==> config.mk <==
export PLATFORM = sky130hd
export DESIGN_NAME = fifo_sched
export DESIGN_NICKNAME = d
export VERILOG_FILES = /design/src/rtl/fifo_sched_pkg.sv /design/src/rtl/fifo_sched_rr_pick.sv /design/src/rtl/fifo_sched.sv
export SDC_FILE = /design/constraint.sdc
export NUM_CORES = 1
export LEC_CHECK = 0
export CELL_PAD_IN_SITES_DETAIL_PLACEMENT = 1
export CELL_PAD_IN_SITES_GLOBAL_PLACEMENT = 2
export CORE_ASPECT_RATIO = 0.75
export CORE_MARGIN = 4
export CORE_UTILIZATION = 33
export DETAILED_ROUTE_END_ITERATION = 8
export GPL_ROUTABILITY_DRIVEN = 0
export PLACE_DENSITY = 0.86
export SYNTH_ARGS = -nofsm -noshare
export SYNTH_HDL_FRONTEND = slang
export SYNTH_HIERARCHICAL = 1
export SYNTH_SLANG_ARGS = --single-unit
export TNS_END_PERCENT = 100
==> constraint.sdc <==
create_clock -name mii_clk -period 9.1 [get_ports mii_clk]
set_clock_uncertainty 0.1 [all_clocks]
set_input_delay 0.91 -clock mii_clk [delete_from_list [all_inputs] [get_ports mii_clk]]
set_output_delay 0.91 -clock mii_clk [all_outputs]
set_load 0.02 [all_outputs]
==> src/rtl/fifo_sched_pkg.sv <==
// -----------------------------------------------------------------------------
// fifo_sched_pkg
// Shared definitions for the round-robin result-FIFO scheduler:
//   - default sizing constants (block count, word width, index width)
//   - scheduler state encoding
//   - next_idx(): 1-based wrapping increment used for the round-robin pointer
// -----------------------------------------------------------------------------
package fifo_sched_pkg;

    localparam int NUM_BLOCKS_DEF = 24;
    localparam int WORD_BITS_DEF  = 32;
    localparam int IDX_BITS_DEF   = 5;

    typedef enum logic [1:0] {
        ST_IDLE  = 2'd0,
        ST_SHIFT = 2'd1,
        ST_HOLD  = 2'd2
    } state_t;

    // Block indices run 1..num, so the successor of num is 1, not 0.
    function automatic int unsigned next_idx(input int unsigned idx, input int unsigned num);
        return (idx >= num) ? 1 : idx + 1;
    endfunction

endpackage

==> src/rtl/fifo_sched_rr_pick.sv <==
// -----------------------------------------------------------------------------
// rr_pick
// Combinational round-robin picker. Finds the first set request at or after
// ptr_i, wrapping from NUM_BLOCKS back to 1.
// Ports:
//   req_i  [NUM_BLOCKS:1]  request vector (1 = block has a word)
//   ptr_i  [IDX_BITS-1:0]  1-based search start position
//   any_o                  at least one request is set
//   idx_o  [IDX_BITS-1:0]  1-based index of the chosen request (0 if none)
// -----------------------------------------------------------------------------
module rr_pick #(
    parameter int NUM_BLOCKS = 24,
    parameter int IDX_BITS   = 5
) (
    input  logic [NUM_BLOCKS:1]  req_i,
    input  logic [IDX_BITS-1:0]  ptr_i,
    output logic                 any_o,
    output logic [IDX_BITS-1:0]  idx_o
);

    logic [NUM_BLOCKS-1:0]   req0;    // zero-based copy of the request vector
    logic [2*NUM_BLOCKS-1:0] dbl;     // doubled so a right shift is a rotation
    logic [NUM_BLOCKS-1:0]   rot;     // rot[0] corresponds to block ptr_i
    logic [IDX_BITS-1:0]     base;

    assign req0 = req_i;
    assign base = (ptr_i == '0) ? '0 : ptr_i - 1'b1;
    assign dbl  = {req0, req0} >> base;
    assign rot  = dbl[NUM_BLOCKS-1:0];

    // Lowest set bit of the rotated vector, then map the offset back to a
    // 1-based block index.
    // NOTE: every output gets a default before the loop so no path leaves it
    // unassigned; otherwise synthesis would infer a latch.
    always_comb begin
        any_o = 1'b0;
        idx_o = '0;
        for (int k = 0; k < NUM_BLOCKS; k++) begin
            if (!any_o && rot[k]) begin
                any_o = 1'b1;
                idx_o = IDX_BITS'(((int'(base) + k) % NUM_BLOCKS) + 1);
            end
        end
    end

endmodule

==> src/rtl/fifo_sched.sv <==
// -----------------------------------------------------------------------------
// fifo_sched
// Round-robin scheduler draining per-hash-block output FIFOs bit-serially and
// handing each complete word to the packet builder over valid/ready.
// States: IDLE (pick next block) -> SHIFT (WORD_BITS strobes) -> HOLD (offer).
// Ports (all in the mii_clk domain):
//   mii_clk, mii_rst_n      clock, asynchronous active-low reset
//   sched_en                permits new grants (sampled in IDLE only)
//   fifo_empty/oflow/bits   per-block FIFO status and head bit [NUM_BLOCKS:1]
//   fifo_req                one-hot shift strobe to the granted FIFO
//   out_valid/out_ready     word handshake
//   out_block               1-based source block of the offered word
//   out_data                word, first shifted bit in the MSB
//   out_oflow               overflow status of the source block
//   busy                    high in SHIFT or HOLD
// Build option: FIFO_SCHED_OFLOW_STICKY_EN -- per-block sticky overflow bits
// that clear on the accepting handshake; otherwise out_oflow is the live
// fifo_oflow of the granted block sampled at grant time.
// -----------------------------------------------------------------------------
module fifo_sched
    import fifo_sched_pkg::*;
#(
    parameter int NUM_BLOCKS = NUM_BLOCKS_DEF,
    parameter int WORD_BITS  = WORD_BITS_DEF,
    parameter int IDX_BITS   = IDX_BITS_DEF
) (
    input  logic                  mii_clk,
    input  logic                  mii_rst_n,
    input  logic                  sched_en,
    input  logic [NUM_BLOCKS:1]   fifo_empty,
    input  logic [NUM_BLOCKS:1]   fifo_oflow,
    input  logic [NUM_BLOCKS:1]   fifo_bits,
    output logic [NUM_BLOCKS:1]   fifo_req,
    output logic                  out_valid,
    input  logic                  out_ready,
    output logic [IDX_BITS-1:0]   out_block,
    output logic [WORD_BITS-1:0]  out_data,
    output logic                  out_oflow,
    output logic                  busy
);

    localparam int CNT_BITS = $clog2(WORD_BITS + 1);

    state_t                 state_q, state_d;
    logic [IDX_BITS-1:0]    ptr_q,   ptr_d;
    logic [IDX_BITS-1:0]    grant_q, grant_d;
    logic [CNT_BITS-1:0]    cnt_q,   cnt_d;
    logic [WORD_BITS-1:0]   shreg_q, shreg_d;
    logic [NUM_BLOCKS:1]    req_q,   req_d;
    logic                   valid_q, valid_d;
    logic                   busy_q,  busy_d;
    logic                   oflow_q, oflow_d;

    logic                   pick_any;
    logic [IDX_BITS-1:0]    pick_idx;
    logic [NUM_BLOCKS:1]    req_vec;
    logic                   start;
    logic                   handshake;

    assign req_vec   = ~fifo_empty;
    assign start     = (state_q == ST_IDLE) && sched_en && pick_any;
    assign handshake = (state_q == ST_HOLD) && out_ready;

    rr_pick #(
        .NUM_BLOCKS (NUM_BLOCKS),
        .IDX_BITS   (IDX_BITS)
    ) u_pick (
        .req_i (req_vec),
        .ptr_i (ptr_q),
        .any_o (pick_any),
        .idx_o (pick_idx)
    );

    // Next-state / output logic. The strobe is launched from a register at
    // grant time, so fifo_req never depends combinationally on fifo_empty.
    always_comb begin
        state_d = state_q;
        ptr_d   = ptr_q;
        grant_d = grant_q;
        cnt_d   = cnt_q;
        shreg_d = shreg_q;
        req_d   = req_q;
        valid_d = valid_q;
        busy_d  = busy_q;
        unique case (state_q)
            ST_IDLE: begin
                if (start) begin
                    grant_d         = pick_idx;
                    cnt_d           = '0;
                    req_d           = '0;
                    req_d[pick_idx] = 1'b1;
                    busy_d          = 1'b1;
                    state_d         = ST_SHIFT;
                end
            end
            ST_SHIFT: begin
                // fifo_empty is deliberately ignored here: a started word always
                // completes because blocks only expose whole words.
                shreg_d = {shreg_q[WORD_BITS-2:0], fifo_bits[grant_q]};
                cnt_d   = cnt_q + 1'b1;
                if (cnt_q == CNT_BITS'(WORD_BITS - 1)) begin
                    req_d   = '0;
                    valid_d = 1'b1;
                    state_d = ST_HOLD;
                end
            end
            ST_HOLD: begin
                if (out_ready) begin
                    valid_d = 1'b0;
                    busy_d  = 1'b0;
                    ptr_d   = IDX_BITS'(next_idx(32'(grant_q), NUM_BLOCKS));
                    state_d = ST_IDLE;
                end
            end
            default: state_d = ST_IDLE;
        endcase
    end

`ifdef FIFO_SCHED_OFLOW_STICKY_EN
    logic [NUM_BLOCKS:1] sticky_q, sticky_d;

    // A new overflow in the handshake cycle wins over the clear.
    always_comb begin
        sticky_d = sticky_q | fifo_oflow;
        if (handshake) begin
            sticky_d[grant_q] = fifo_oflow[grant_q];
        end
    end

    // Track the sticky bit of whichever block the grant register will hold.
    always_comb begin
        oflow_d = 1'b0;
        if (grant_d != '0) begin
            oflow_d = sticky_d[grant_d];
        end
    end

    always_ff @(posedge mii_clk or negedge mii_rst_n) begin
        if (!mii_rst_n) begin
            sticky_q <= '0;
        end else begin
            sticky_q <= sticky_d;
        end
    end
`else
    logic unused_hs;
    assign unused_hs = handshake;

    always_comb begin
        oflow_d = oflow_q;
        if (start) begin
            oflow_d = fifo_oflow[pick_idx];
        end
    end
`endif

    // NOTE: sequential state uses non-blocking assignments so every register
    // samples its pre-edge value regardless of statement order.
    always_ff @(posedge mii_clk or negedge mii_rst_n) begin
        if (!mii_rst_n) begin
            state_q <= ST_IDLE;
            ptr_q   <= IDX_BITS'(1);
            grant_q <= '0;
            cnt_q   <= '0;
            shreg_q <= '0;
            req_q   <= '0;
            valid_q <= 1'b0;
            busy_q  <= 1'b0;
            oflow_q <= 1'b0;
        end else begin
            state_q <= state_d;
            ptr_q   <= ptr_d;
            grant_q <= grant_d;
            cnt_q   <= cnt_d;
            shreg_q <= shreg_d;
            req_q   <= req_d;
            valid_q <= valid_d;
            busy_q  <= busy_d;
            oflow_q <= oflow_d;
        end
    end

    assign fifo_req  = req_q;
    assign out_valid = valid_q;
    assign out_block = grant_q;
    assign out_data  = shreg_q;
    assign out_oflow = oflow_q;
    assign busy      = busy_q;

endmodule

# --- Yosys cells after proc, flatten, opt, wreduce, memory -nomap -nowiden ---
# Cells that the tools add are included.
totals:
  inputBits: 76
  elab_cells: 226
  rom_bits: 0
  memories: 0
  output_inout_bits: 64
  ramBits: 0
  latchBits: 0
  regBits: 77
classes:
  magnitude_cmp: 4
  n_mul: 0
  reduce_logical: 61
  muxes: 70
  n_shift: 1
  div_mod_pow: 24
  n_eq_ne: 6
  n_addsub: 50
  n_bitwise: 1
op_table:
  columns: ["op", "count"]
  rows:
  - ["$mod 32x6->32 const B", 23]
  - ["$mux 5", 26]
  - ["$add 5x2->5 const B", 24]
  - ["$add 5x4->6 const B", 8]
  - ["$add 5x5->6 const B", 8]
  - ["$mux 24", 2]
  - ["$pmux 24 s2", 1]
  - ["$shr 48x5->24", 1]
  - ["$mod 6x6->32 const B", 1]
  - ["$mux 1", 30]
  - ["$logic_and 1x1->1", 26]
  - ["$add 5x3->6 const B", 4]
  - ["$not 24->24", 1]
  - ["$logic_not 1->1", 23]
  - ["$add 5x2->6 const B", 2]
  - ["$lt 5x6->1 const B", 2]
  - ["$pmux 6 s2", 1]
  - ["$reduce_and 3->1", 4]
  - ["$bmux 1 s5", 2]
  - ["$add 5x1->6 const B", 1]
  - ["$add 6x1->6 const B", 1]
  - ["$eq 6x5->1 const B", 1]
  - ["$mux 2", 3]
  - ["$mux 6", 1]
  - ["14 further kinds", 21]

# --- Depth between registers and ports, before layout ---
depth:
  word_depth: 79
  ltp_mapped: 36
  depth_no_buf: 27

# --- By module ---
# The synthesis kept the hierarchy.
by_module_without_submodules:
  columns: ["module", "cells_each", "area_per_inst_um2", "seq_area_each_um2", "instances"]
  rows:
  - ["rr_pick", 1190, 7885.1, 0.0, 1]
  - ["fifo_sched", 401, 3668.5, 1928.1, 1]

# --- Worst setup path before layout ---
# OpenSTA, ideal clock, no wires.
synth_timing:
  kind: "reg-to-reg"
  start: "reg ptr_q[0]"
  end: "reg req_q (netlist bit fifo_req[19])"
  synth_period_minus_slack_ns: 7.708
  arrival_time_ns: 7.512
  slack_ns: 1.392
  n_path_buf: 9
  path_stages_with_launch: 35
  required_ns: 8.904
  setup_time_ns: 0.096
  cell_sequence: "dfstp_2 buf_2 buf_2 clkbuf_1 inv_2 ha_1 and3b_4 nor4_4 clkbuf_1 buf_2 buf_1 ha_1 clkbuf_1 nand2b_1 nor3b_1 nor3_1 or2_2 clkbuf_1 a21oi_1 ha_1 nand2b_1 nand3b_1 nor3_1 nand4b_1 xnor2_1 a311oi_1 o32ai_1 o211a_1 o21ai_1 a21oi_1 nor2_1 a221oi_2 clkbuf_1 or3b_2 o31ai_1"
synth_via:
  elab_chain_len: 79
  elab_cells_between_ends: 179
  cone_classes: "add/sub: 48; div: 24; order compare: 2; eq/ne: 1; shift: 1; mux: 53; reduce/logical: 50"
synth_rtl:
  columns: ["element", "line_no", "rtl"]
  rows:
  - ["start, declared", "fifo_sched.sv:45", "logic [IDX_BITS-1:0] ptr_q, ptr_d;"]
  - ["start signal, assigned", "fifo_sched.sv:172", "ptr_q <= ptr_d;"]
  - ["$sub 5x1->5 / $logic_not 5->1 (equally long branches)", "fifo_sched_rr_pick.sv:27", "assign base = (ptr_i == '0) ? '0 : ptr_i - 1'b1;"]
  - ["$mux 5 (*)", "fifo_sched_rr_pick.sv:27", null]
  - ["parallel branches: the longest is 70 deep, another holds $mod 32x6->32", null, null]
  - ["$mux 5 (*)", "fifo_sched_rr_pick.sv:39", "if (!any_o && rot[k]) begin"]
  - ["named net pick_idx[3]", "fifo_sched.sv:55", "logic [IDX_BITS-1:0] pick_idx;"]
  - ["$lt 5x6->1 (not written as such) / $ge 5x1->1 (equally long branches)", "fifo_sched.sv:91", "req_d[pick_idx] = 1'b1;"]
  - ["$logic_and 1x1->1 (not written as such)", "fifo_sched.sv:91", null]
  - ["$mux 1 (not written as such)", "fifo_sched.sv:91", null]
  - ["$demux 1 s5 (*)", "fifo_sched.sv:91", null]
  - ["$mux 24 (*)", "fifo_sched.sv:87", "if (start) begin"]
  - ["$pmux 24 s2 (*)", "fifo_sched.sv:85", "unique case (state_q)"]
  - ["end signal, assigned", "fifo_sched.sv:176", "req_q <= req_d;"]
  - ["end, declared", "fifo_sched.sv:49", "logic [NUM_BLOCKS:1] req_q, req_d;"]
# Mark *: on every way through the listed nets, which the timed path passes. The select of a mux whose other input is x is not followed.
# A chain may end at the register's enable or synchronous reset.

# --- Final worst setup path ---
layout_timing:
  start: "reg ptr_q[2]"
  end: "reg oflow_q (netlist: out_oflow)"
layout_via:
  elab_chain_len: 75
  elab_cells_between_ends: 172
  cone_classes: "add/sub: 48; div: 24; shift: 1; mux: 51; reduce/logical: 48"
layout_rtl:
  columns: ["element", "line_no", "rtl"]
  rows:
  - ["$sub 5x1->5 / $logic_not 5->1 (equally long branches)", "fifo_sched_rr_pick.sv:27", null]
  - ["$mux 5 (*)", "fifo_sched_rr_pick.sv:27", null]
  - ["parallel branches: the longest is 70 deep, another holds $mod 32x6->32", null, null]
  - ["$mux 5 (*)", "fifo_sched_rr_pick.sv:39", null]
  - ["named net pick_idx[3]", "fifo_sched.sv:55", null]
  - ["$bmux 1 s5 (*)", "fifo_sched.sv:152", "oflow_d = fifo_oflow[pick_idx];"]
  - ["$mux 1 (not written as such) (*)", "fifo_sched.sv:152", null]
  - ["end signal, assigned", "fifo_sched.sv:179", "oflow_q <= oflow_d;"]
  - ["end, declared", "fifo_sched.sv:52", "logic oflow_q, oflow_d;"]
# Marks and branches as above.

==> flow_summary_export.csv <==
group,metric,value,unit
clock_network,cts_sinks,77,
synthesis,synth_largest_area_cell,"dfrtp_1",
clock_network,htreeDepth,3,
worst_setup_path,worstSetupStartpoint,"ptr_q[2]$_DFFE_PN0P_",
sta,fin_crit,8.46,ns
grt,overflow,0,
synthesis,synth-async-reset-ratio,100,%
synthesis,netlist_instances,1591,
detailed_routing,finalWirelength,52.4,mm
detailed_routing,vias,13300,
clock_network,hold_buffers,0,
detailed_routing,drt_first_pass_iters,5,
grt,grt_pass1_vias,13100,
worst_setup_path,cp_slowest_cell,"nor3_1",
worst_setup_path,rr_startpoint,"ptr_q[2]$_DFFE_PN0P_",
worst_hold_path,hp-class,"reg2reg",
synthesis,yosysSeqAreaShare,16.7,%
worst_setup_path,r2r_cells,28,
detailed_routing,drtIter0Drc,1567,
synthesis,netlist.area_leader.share,16.5,%
detailed_routing,wl_per_cell,24.7,um
worst_setup_path,worstPathRequired,9.24,ns
clock_network,clkSlewWorstSetupHoldPaths,0.08,ns
placed_design,port_buffers,139,
sta,max_clock_freq,118,MHz
die,core_area,34600,sq um
worst_setup_path,start_kind,"register",
sta,hold_viol,0,
sta,worst_slew_pin_slew,1.16,ns
worst_setup_path,r2r_slack,0.64,ns
detailed_routing,post-route-drc-count,0,
synthesis,synth_area_leaders,"dfrtp_1, nand2_1, ha_1",
power,p_leak,5.39,nW
synthesis,synth_cell_types,103,
die,num_rows,59,
synthesis,syn_nets,1724,
clock_network,clk_latency,0.35,ns
grt,antenna_found_initial,0,
synthesis,avgSynthCellArea,7.26,sq um
worst_setup_path,worst_r2r_endpoint,"out_oflow$_DFFE_PN0P_",
worst_setup_path,crit_arrival,8.60,ns
layout,fill_cells,4276,
die,die_w,224,um
sta,timing.final.crit_share,92.9,%
status,status,"finished, final reports clean",
placed_design,dp_hpwl,40.6,mm
power,ir_worst_vdd,0.185,mV
power,powerDensity,282,nW/um^2
sta,relSlewSlack,22.6,%
clock_network,cts_setup_buffers,0,
synthesis,synth_area,11600,sq um
worst_setup_path,slowest_delay,0.86,ns
run,drv_cap,0,
sta,layout_setup_ws,0.642,ns
die,dieHeight,170,um
clock_network,cts_tree,"yes",
layout,syn_to_final_growth,17.3,%
die,start_util,33.4,%
worst_setup_path,cp.depth,28,
grt,grt_pass1_wl,79.4,mm
detailed_routing,vias_per_cell,6.26,
worst_setup_path,critPathMaxFanout,49,
die,io_pins,140,
worst_setup_path,crit_top_cell,"ha_1",
layout,nNetsFinal,1795,
synthesis,ys_ff_latch,77,
grt,grt_start_max_net_pins,81,
worst_setup_path,path_delay_family,"simple AND/OR/NAND/NOR gates",
detailed_routing,drtAntennaViolNets,0,
die,die_area,38100,sq um
worst_setup_path,endpoint_kind,"register",
sta,setup_violations,0,
clock_network,cts_resized,0,
sta,report.final.slew_viol_count,0,
worst_setup_path,path_buf_inv,2,
placed_design,post-place-ws,0.957,ns
synthesis,synth_edf_count,0,
synthesis,ys.flop_type,"dfrtp_1",
clock_network,cts_root_buffer,"clkbuf_16",
worst_setup_path,critPathKind,"reg2reg",
sta,rsz0062_at_grt,"false",
layout,drive_above_1_share,7.74,%
layout,antenna_cells,0,
sta,fin_tns_setup,0,ns
clock_network,cts_buffers,9,
clock_network,clk_path_buf_depth,2,
synthesis,ys_warn_count,6,
worst_setup_path,endpoint,"out_oflow$_DFFE_PN0P_",
grt,grtUsageTotal,26.4,%
sequential cells by signal, indices dropped and copies added, names as in the netlist:
signal and cells:
busy 1, cnt_q 6, fifo_req 24, out_block 5
out_data 32, out_oflow 1, out_valid 1, ptr_q 5
state_q 2
layout by cell type (no fill, tap or decap), types with 41 or more instances in the layout:
cell type        instances
inv_1                   74
a21oi_1                 84
nand2_1                267
nand3_1                 58
o21ai_0                101
nor2_1                  95
xnor2_1                 44
nor3_1                  46
clkdlybuf4s50_1        138
dfrtp_1                 76
a211oi_1                41
ha_1                    57
final cells by class:
cell class                      instances  area [sq um]  area share [%]
Clock buffer                           10           229            1.69
Tap cell                              457           572            4.22
Clock inverter                          6          68.8           0.508
Inverter                               79           297            2.19
Sequential cell                        77          1930            14.2
Multi-Input combinational cell       1327          8850            65.3
Timing Repair Buffer                  168          1610            11.9
metal layers:
metal	wire (um)	up-vias	track usage (%)
met2	21500	616	38.5
met5	0	-	0
li1	-	6026	-
met4	1070	0	5.76
met3	5550	76	7.78
met1	24400	6577	38.6
report_power, final:
part,switching [mW],internal [mW]
registers,0.105,0.438
logic,1.94,0.975
clock network,0.158,0.215
synth_stat cells (all sizes together) (23+ instances only):
cell / n
nor2b: 36
nor3: 49
a211oi: 43
xnor2: 45
nor2: 97
ha: 57
nand2: 268
a31oi: 29
o21ai: 116
dfrtp: 76
nand3: 58
inv: 79
a21oi: 90
mux2i: 23
clkbuf: 65
buf: 43
o31ai: 30
worst min-delay path, stage by stage (launching register included):
cell,delay [ns]
dfrtp_1,0.34
nand2_1,0.06
o31ai_1,0.06
how the worst min path moves through the flow:
stage                               end  slack [ns]  cells after the start                     start
6_report        fifo_req[9]$_DFFE_PN0P_        0.39                      2   fifo_req[9]$_DFFE_PN0P_
5_1_grt        out_data[31]$_DFFE_PN0P_        0.41                      2  out_data[31]$_DFFE_PN0P_
4_1_cts         fifo_req[1]$_DFFE_PN0P_        0.39                      2   fifo_req[1]$_DFFE_PN0P_
3_5_place_dp      out_valid$_DFFE_PN0P_        0.37                      2     out_valid$_DFFE_PN0P_
3_3_place_gp    fifo_req[1]$_DFFE_PN0P_        0.36                      2   fifo_req[1]$_DFFE_PN0P_
2_1_floorplan      cnt_q[5]$_DFFE_PN0P_        0.35                      1      cnt_q[5]$_DFFE_PN0P_
through the flow:
step	area (sq um)	hold slack (ns)	power (mW)	instances	utilization, %
6_report	13600	0.393	3.83	2124	39.1
5_1_grt	13600	0.409	4.05	2124	39.1
4_1_cts	13600	0.387	3.75	2124	39.1
3_5_place_dp	13300	0.369	3.36	2108	38.3
3_3_place_gp	13300	0.361	3.30	2108	38.3
2_1_floorplan	11600	0.349	2.40	1591	-
cells by family after synthesis:
logic type      share of synthesized area [%]
simple gates                             27.5
compound gates                           31.0
buf+inv                                  6.93
mux                                      5.74
flops                                    16.7
xor+xnor                                 5.09
fa+ha+maj                                7.04
(Power assumes the default switching activity.)
